**src/rtl/core_sequencer.sv**
```systemverilog
// core_sequencer: multi-cycle control FSM for the SCC core.
// Fetches an instruction, latches the decoder's class/flag outputs, then steps
// the datapath through EXEC, MEM and WB. Counts retired instructions and
// faults when a memory handshake waits too long for ready.
module core_sequencer #(
  parameter int TIMEOUT = 16,  // cycles a memory request may wait before FAULT (>= 2)
  parameter int CNT_W   = 32   // retired-instruction counter width
) (
  input  logic             clk,
  input  logic             rst,
  input  logic             start,
  input  logic             imem_ready,
  input  logic             dmem_ready,
  input  logic             branch,
  input  logic             loadStore,
  input  logic             dataRegister,
  input  logic             dataRegisterImm,
  input  logic             specialEncoding,
  input  logic             setFlags,
  input  logic [2:0]       aluFunction,
  input  logic             branch_taken,
  output logic             imem_req,
  output logic             ir_write,
  output logic             pc_inc,
  output logic             pc_load,
  output logic [2:0]       alu_op,
  output logic             flags_write,
  output logic             dmem_req,
  output logic             dmem_we,
  output logic             reg_write,
  output logic             halted,
  output logic             fault,
  output logic [2:0]       state,
  output logic [CNT_W-1:0] instr_count
);

  typedef enum logic [2:0] {
    IDLE   = 3'd0,
    FETCH  = 3'd1,
    DECODE = 3'd2,
    EXEC   = 3'd3,
    MEM    = 3'd4,
    WB     = 3'd5,
    HALT   = 3'd6,
    FAULT  = 3'd7
  } stateT;

  // Decoded instruction class; an instruction with no class bit is ILLEGAL
  // and runs like a data op with its side effects suppressed.
  typedef enum logic [1:0] {
    CLS_DATA    = 2'd0,
    CLS_MEM     = 2'd1,
    CLS_BRANCH  = 2'd2,
    CLS_ILLEGAL = 2'd3
  } classT;

  // Wait counter only has to hold 0 .. TIMEOUT-1.
  localparam int TMO_W = (TIMEOUT > 2) ? $clog2(TIMEOUT) : 1;

  stateT      curState;
  stateT      nextState;
  classT      instrClass;
  logic       isSpecial;
  logic       wantFlags;
  logic [2:0] aluFn;
  logic [TMO_W-1:0] waitCnt;
  logic       waitExpired;
  logic       retire;

  assign state       = curState;
  assign waitExpired = (waitCnt == TMO_W'(TIMEOUT - 1));

  // State register
  always_ff @(posedge clk or posedge rst) begin
    // NOTE: sequential state uses non-blocking assignments so every register
    // samples pre-edge values regardless of block ordering.
    if (rst) curState <= IDLE;
    else     curState <= nextState;
  end

  // Capture the decoder's view of the instruction while in DECODE
  always_ff @(posedge clk or posedge rst) begin
    if (rst) begin
      instrClass <= CLS_DATA;
      isSpecial  <= 1'b0;
      wantFlags  <= 1'b0;
      aluFn      <= 3'b000;
    end else if (curState == DECODE) begin
      if (branch)                               instrClass <= CLS_BRANCH;
      else if (loadStore)                       instrClass <= CLS_MEM;
      else if (dataRegister || dataRegisterImm) instrClass <= CLS_DATA;
      else                                      instrClass <= CLS_ILLEGAL;
      isSpecial <= specialEncoding;
      wantFlags <= setFlags;
      aluFn     <= aluFunction;
    end
  end

  // Handshake wait counter: counts ready=0 cycles in FETCH/MEM, zero elsewhere
  always_ff @(posedge clk or posedge rst) begin
    if (rst) begin
      waitCnt <= '0;
    end else if ((curState == FETCH && !imem_ready) ||
                 (curState == MEM   && !dmem_ready)) begin
      waitCnt <= waitCnt + TMO_W'(1);
    end else begin
      waitCnt <= '0;
    end
  end

  // Retired-instruction counter, wraps naturally
  always_ff @(posedge clk or posedge rst) begin
    if (rst)         instr_count <= '0;
    else if (retire) instr_count <= instr_count + CNT_W'(1);
  end

  // Next-state and output decode
  always_comb begin
    // NOTE: every signal gets a default before the case so no path leaves
    // one unassigned, which would otherwise infer a latch.
    nextState   = curState;
    imem_req    = 1'b0;
    ir_write    = 1'b0;
    pc_inc      = 1'b0;
    pc_load     = 1'b0;
    alu_op      = 3'b000;
    flags_write = 1'b0;
    dmem_req    = 1'b0;
    dmem_we     = 1'b0;
    reg_write   = 1'b0;
    halted      = 1'b0;
    fault       = 1'b0;

    case (curState)
      IDLE: begin
        if (start) nextState = FETCH;
      end
      FETCH: begin
        imem_req = 1'b1;
        // Ready in the expiring cycle still wins.
        if (imem_ready) begin
          ir_write  = 1'b1;
          pc_inc    = 1'b1;
          nextState = DECODE;
        end else if (waitExpired) begin
          nextState = FAULT;
        end
      end
      DECODE: begin
        nextState = (branch && specialEncoding) ? HALT : EXEC;
      end
      EXEC: begin
        case (instrClass)
          CLS_DATA: begin
            alu_op      = aluFn;
            flags_write = wantFlags;
            nextState   = WB;
          end
          CLS_ILLEGAL: begin
            alu_op    = aluFn;
            nextState = WB;
          end
          CLS_MEM: begin
            nextState = MEM;
          end
          default: begin  // CLS_BRANCH: address add, optional PC load
            pc_load   = branch_taken;
            nextState = FETCH;
          end
        endcase
      end
      MEM: begin
        dmem_req = 1'b1;
        dmem_we  = isSpecial;
        if (dmem_ready) begin
          nextState = isSpecial ? FETCH : WB;
        end else if (waitExpired) begin
          nextState = FAULT;
        end
      end
      WB: begin
        reg_write = (instrClass != CLS_ILLEGAL);
        nextState = FETCH;
      end
      HALT: begin
        halted = 1'b1;
      end
      default: begin  // FAULT
        fault = 1'b1;
      end
    endcase

    retire = (nextState == FETCH) &&
             (curState == EXEC || curState == MEM || curState == WB);
  end

endmodule

```
**config.mk**
```make
export PLATFORM = sky130hd
export DESIGN_NAME = core_sequencer
export DESIGN_NICKNAME = d
export VERILOG_FILES = /design/src/rtl/core_sequencer.sv
export SDC_FILE = /design/constraint.sdc
export NUM_CORES = 1
export LEC_CHECK = 0
export BUFFER_PORTS_ARGS = -buffer_cell sky130_fd_sc_hd__buf_2
export CAP_MARGIN = 5
export CELL_PAD_IN_SITES_DETAIL_PLACEMENT = 1
export CELL_PAD_IN_SITES_GLOBAL_PLACEMENT = 2
export CORE_ASPECT_RATIO = 0.7
export CORE_MARGIN = 4
export CORE_UTILIZATION = 29
export DETAILED_ROUTE_END_ITERATION = 8
export GPL_TIMING_DRIVEN = 0
export PLACE_DENSITY = 0.74
export RECOVER_POWER = 100
export SLEW_MARGIN = 30
export SYNTH_ARGS = -nofsm -noshare
export SYNTH_HDL_FRONTEND = slang
export SYNTH_SLANG_ARGS = --single-unit
```
**constraint.sdc**
```tcl
create_clock -name clk -period 2.24 [get_ports clk]
set_clock_uncertainty 0.2 [all_clocks]
set_input_delay 0.224 -clock clk [delete_from_list [all_inputs] [get_ports clk]]
set_output_delay 0.224 -clock clk [all_outputs]
set_load 0.1 [all_outputs]
```
==> run metrics, run 1 <==
placed insts=386; Synth area leader=dfrtp_1; register area share after synthesis=0.487; vias per cell=4.78; area grow syn2layout=49.9%; Power Internal=2.36 mW; Clk Latency, worst-skew pair=0.29 ns; Synthesized Nets=244; pwr/cell area=1260 nW/um^2; vias in the first global route=2165; Synth Register Bits=46; H-tree levels=2; clk buf depth=2; Die Y=83.6 um; Placement Rows=27; vias=2019; Sequential Area=1170 sq um; slowest stage cell, crit path=dfrtp_1; static leakage=1.57 nW; Hold EP=isSpecial; IR drop worst, VDD=0.000700 V; Setup CP Type=reg -> reg; Multi-input gate area=1300 sq um; setup slack, reg-to-reg=-0.10 ns; Clock Pin Slew Worst Setup and Hold Paths=0.06 ns; Syn. warnings=0; Slew Limit Fails=0; Root Buffer=clkbuf_16; final net count=341; worst-path fanout max=7; worst min path class=in -> reg; Worst Max-Slew Pin Slew=1.17 ns; Worst slew margin=0.224; Die ar.=9690 sq um; Initial DRC Count=52; Initial DRT Pass Iterations=4; Syn Area/Cell=10.6 sq um; setup violators final=35; P_sw=2.11 mW; hold depth=2; routed wire length=6830 um; GRT Total Usage=0.148; worst r2r src=waitCnt[1]; Final Non-Filler Cells=422; proportion of netlist area held by the largest area contributor=0.487; Synth Instances=223; filler instances=884; core area=7910 sq um; Final GP Congestion=0.726; worst r2r path cells=9; f_max=0.427 GHz; Final Power=4.46 mW; combinational power share=0.583; Top-Level Pins=63; Remaining DRCs=0; post-route ant nets=0; wire per inst=16.2 um; CP Capture Type=flop; Final Critical Period=2.34 ns; die width=116 um; Seq pwr share=0.255; synth unique cells=33; synthesized cell area=2360 sq um; WP data arrival=2.32 ns; critical path launch point=waitCnt[1]; CTS tree=yes; critical path required time=2.22 ns; first-pass GRT wire length=11300 um; Starting Density=0.299; violated checks=negative setup slack; reg-to-reg critical path endpoint=instr_count[31]; CP cell instances=ha_2 -> and3_4 -> nor3_1 -> o311a_1 -> a2111oi_4 -> buf_6 -> clkbuf_16 -> nand4_1 -> xnor2_1; Inserted Clock Buffers=5; DPL Wire Length=4590 um; Fin Setup TNS=-1.91 ns; sw frac=0.472; clk sinks=46; outcome=complete, but fails checks; Remaining Overflow, GRT=0; MaxCap Viol Count=0; pre-CTS WS=-0.473 ns; clock power share=0.162; critical path launch point type=flop; slowest stage delay, CP=0.36 ns; top post-synthesis cells by area=dfrtp_1 (49%), xnor2_1 (11%), nand4_1 (4.0%); largest net degree at the start of global routing=47; number of I/O port buffers=62; Setup WS post-layout=-0.103 ns; # diodes=0; unrepaired setup endpoints after global routing=yes; final hold vios=0; initial antenna violation count=0; share of layout cells above drive strength 1=0.489; hold path start=specialEncoding; final period utilization=1.05
==> state kept, by name (all words and copies together) (netlist names) <==
name and flops:
waitCnt 4, aluFn 3, wantFlags 1, instrClass 2, isSpecial 1, instr_count 32
state 3
==> worst max path at each step <==
stage                           end  slack [ns]  cells past startpoint
global route        instr_count[18]       -0.23                      6
global placement    instr_count[28]       -0.51                      8
CTS                 instr_count[28]       -0.06                      8
detailed placement  instr_count[10]       -0.47                      8
finish              instr_count[31]       -0.10                      9
floorplan           instr_count[10]       -0.53                      8
==> layout by cell type (no fill, tap or decap), types with 2 or more instances in the layout <==
cell,n
ha_1,3
clkbuf_16,6
nor3_1,4
nor3_4,2
nor2_1,15
and3_2,2
inv_2,4
and4_1,3
nor2b_1,2
dfrtp_2,8
buf_2,21
o21ai_0,5
buf_12,6
ha_2,2
nor2_4,2
inv_1,4
nand3_1,3
clkbuf_1,11
buf_4,22
and2_4,4
nor3b_4,2
dfrtp_4,3
buf_6,3
buf_8,4
nand2_2,6
xnor2_1,30
dfrtp_1,35
dlygate4sd3_1,5
clkbuf_2,28
and2_1,4
mux2_2,6
nand3_2,8
and3_1,10
nand4_1,15
xor2_1,2
nand2_1,9
==> per-layer routing <==
metal / GRT usage / vias up / wire length, um
li1: - / 965 / -
met1: 0.207 / 1015 / 3400
met2: 0.230 / 35 / 3120
met3: 0.0355 / 4 / 255
met4: 0.0316 / 0 / 55
met5: 0 / - / 0
==> stage by stage <==
| stage | utilization | cell area [sq um] | hold slack (ns) |
|---|---|---|---|
| 2_1_floorplan | - | 2500 | 0.176 |
| 3_3_place_gp | 0.371 | 2930 | 0.254 |
| 3_5_place_dp | 0.372 | 2940 | 0.150 |
| 4_1_cts | 0.437 | 3460 | 0.0110 |
| 5_1_grt | 0.448 | 3540 | 0.0205 |
| 6_report | 0.448 | 3540 | 0.0136 |
==> worst max-delay path, delay by kind of cell, from the launching register on <==
| kind | cells | cell delay, ns |
|---|---|---|
| AOI/OAI and AO/OA | 2 | 0.56 |
| buffers and inverters | 2 | 0.39 |
| and+or+nand+nor | 3 | 0.38 |
| DFF | 1 | 0.36 |
| adders and majority gates | 1 | 0.20 |
| xor gates and xnor gates | 1 | 0.15 |
==> synthesized netlist by cell type (all sizes together) <==
master and n:
buf 7, nor2b 3, and3 13, inv 9, a2111oi 1, nand2 15
o311a 1, o221ai 1, nand4 15, nand3b 1, nand3 12, mux2 6
nor3b 2, nor4b 1, clkbuf 3, o21ai 5, and2 9, a31oi 1
a311oi 1, a32oi 1, ha 6, xnor2 31, a21oi 2, xor2 2
nor2 18, dfrtp 46, and4 3, nand2b 1, nor3 6, nor4 1
==> power groups by stage <==
| stage | sequential (mW) | clock [mW] | combinational [mW] |
|---|---|---|---|
| after floorplan | 1.58 | 0 | 1.18 |
| after global placement | 1.14 | 0 | 1.95 |
| after detailed placement | 1.15 | 0 | 1.97 |
| after CTS | 1.13 | 0.754 | 2.49 |
| after global routing | 1.17 | 0.794 | 2.74 |
| final | 1.14 | 0.724 | 2.60 |
==> timing repair <==
item | in CTS | in global routing
buffers inserted | 20 | 3
pin swaps | 9 | 11
gates resized for setup | 43 | 17
setup endpoints to repair | 39 | 36
hold buffers | 5 | 0
hold endpoints to repair | 50 | 0
gates cloned | 1 | 1
==> logic make-up (layout without fill, tap and decap cells) <==
| kind of cell | count (synthesis) | after routing | share of synthesized area |
|---|---|---|---|
| compound gates | 13 | 13 | 0.0524 |
| xor+xnor | 33 | 33 | 0.122 |
| fa+ha+maj | 6 | 6 | 0.0317 |
| buf+inv | 19 | 117 | 0.0476 |
| flops | 46 | 46 | 0.487 |
| mux | 6 | 6 | 0.0286 |
| simple gates | 100 | 100 | 0.231 |
==> area by class of cell <==
type,count,share of cell area
plain buffers,8,0.0349
well taps,101,0.0357
multi-input cells,158,0.366
flip-flops and latches,46,0.331
clock buffers,8,0.0385
inverters,9,0.0131
repair buffers,92,0.181
No activity file was read; power rests on OpenSTA's default activity.
==> run 2: changes to the inputs <==
--- a/config.mk
+++ b/config.mk
@@ -9,7 +9,7 @@
 export CAP_MARGIN = 5
 export CELL_PAD_IN_SITES_DETAIL_PLACEMENT = 1
 export CELL_PAD_IN_SITES_GLOBAL_PLACEMENT = 2
-export CORE_ASPECT_RATIO = 0.7
+export CORE_ASPECT_RATIO = 2
 export CORE_MARGIN = 4
 export CORE_UTILIZATION = 29
 export DETAILED_ROUTE_END_ITERATION = 8
==> run 2 against run 1 <==
Net effect:
- global-route usage up 0.29 points
- first-iteration DRC count down 42%
- final cell count down 2.6%
- the flow still finishes with violations (negative setup slack)
- sequential cell count unchanged
- count of clock-buffer cells in the layout down 1
- core utilization down 0.62 points
- non-clock buffer count down 6
- combinational power down 5%
==> run metrics, run 2 (synthesis gave the netlist of run 1 again) <==
vias per cell=4.90; first-pass GRT wire length=11400 um; Seq pwr share=0.260; Fin Setup TNS=-2.52 ns; final net count=335; Starting Density=0.298; Clock Pin Slew Worst Setup and Hold Paths=0.07 ns; initial antenna violation count=0; violated checks=negative setup slack; Die Y=136 um; sw frac=0.480; pwr/cell area=1250 nW/um^2; Slew Limit Fails=0; critical path required time=2.21 ns; pre-CTS WS=-0.525 ns; max reg flops=32; DPL Wire Length=4800 um; Final GP Congestion=0.722; slowest stage cell, crit path=dfrtp_4; most common cell after layout, fill and taps aside=buf_2; largest net degree at the start of global routing=47; worst r2r path cells=7; number of I/O port buffers=62; Worst slew margin=0.226; Top-Level Pins=63; Setup WS post-layout=-0.144 ns; CP cell instances=buf_8 -> a311oi_4 -> o221ai_2 -> a2111oi_4 -> buf_6 -> buf_4 -> mux2_2; MaxCap Viol Count=0; Initial DRT Pass Iterations=2; most frequent cells in the layout=buf_2 (44), dfrtp_1 (35), xnor2_1 (27); biggest regs=instr_count x32, waitCnt x4; area grow syn2layout=48.5%; GRT Total Usage=0.151; WP data arrival=2.35 ns; placed insts=381; outcome=complete, but fails checks; worst-path fanout max=6; unrepaired setup endpoints after global routing=yes; die width=71.9 um; Final Critical Period=2.38 ns; Placement Rows=46; Setup CP Type=reg -> reg; Die ar.=9750 sq um; final period utilization=1.06; CTS tree=yes; IR drop worst, VDD=0.000485 V; Final Power=4.38 mW; slowest stage delay, CP=0.50 ns; worst min path class=in -> reg; Remaining Overflow, GRT=0; clk buf depth=2; setup violators final=30; critical path launch point type=flop; Power Internal=2.28 mW; Clk Latency, worst-skew pair=0.29 ns; f_max=0.419 GHz; routed wire length=6810 um; Root Buffer=clkbuf_16; Initial DRC Count=30; vias in the first global route=2272; clock power share=0.173; wire per inst=16.6 um; vias=2013; share of layout cells above drive strength 1=0.467; combinational power share=0.567; CP Capture Type=flop; H-tree levels=2; Remaining DRCs=0; Final Non-Filler Cells=411; Final Util=0.442; P_sw=2.10 mW; # diodes=0; final hold vios=0; clk sinks=46; Inserted Clock Buffers=5; hold depth=2; core area=7940 sq um; static leakage=1.65 nW; post-route ant nets=0; Largest Register=instr_count; Worst Max-Slew Pin Slew=1.17 ns
==> run 2: cell types whose count changed in the layout (fill, tap and decap cells not counted), sizes merged <==
| cell | before | now |
|---|---|---|
| clkbuf | 46 | 19 |
| buf | 57 | 77 |
| clkinv | 0 | 1 |
==> run 2: final timing paths <==
path	from	end	slack, ns
max in group asynchronous	rst	state[0]	0.57
min reg2reg	instr_count[31]	instr_count[31]	0.28
min	specialEncoding	isSpecial	0.04
min in group asynchronous	rst	instr_count[31]	0.53
max reg2reg	state[2]	instr_count[1]	-0.14
max	state[2]	instr_count[1]	-0.14
==> run 2: metal layers <==
metal,share of wire,GRT usage,vias up
met2,0.58,0.286,52
li1,-,-,943
met5,0,0,-
met4,0.030,0.0617,0
met1,0.34,0.152,1002
met3,0.045,0.0342,16
==> run 2: power groups by stage <==
stage | clock network, mW | logic, mW | registers [mW]
after global placement | 0 | 1.97 | 1.14
after global routing | 0.830 | 2.63 | 1.16
after floorplan | 0 | 1.18 | 1.58
after CTS | 0.784 | 2.42 | 1.13
final | 0.759 | 2.48 | 1.14
after detailed placement | 0 | 1.99 | 1.15
==> run 2: layout make-up <==
type,instances,area [sq um]
Clock inverter,1,5.00
Sequential cell,46,1170
Fill cell,889,4430
Timing Repair Buffer,86,566
Clock buffer,7,143
Inverter,9,41.3
Multi-Input combinational cell,158,1350
Buffer,8,115
Tap cell,96,120
==> run 2: repair_timing <==
action                                 in CTS  in global routing
setup endpoints to repair                  40                 37
buffers inserted                           15                  4
pin swaps                                  11                  7
gates cloned                                1                  0
hold buffers                                5                  0
resized for setup                          37                 22
endpoints found under the hold margin      50                  0
==> run 2: stage by stage <==
stage | instance area (sq um) | hold slack, ns
after floorplan | 2500 | 0.176
after global placement | 2930 | 0.258
after detailed placement | 2940 | 0.150
after CTS | 3420 | 0.0305
after global routing | 3510 | 0.0399
final | 3510 | 0.0379
==> run 2: critical path, delay by kind of cell, from the launching register on <==
kind,cells,cell delay [ns]
AOI/OAI and AO/OA,3,0.77
muxes,1,0.31
DFF,1,0.50
buffers and inverters,3,0.47
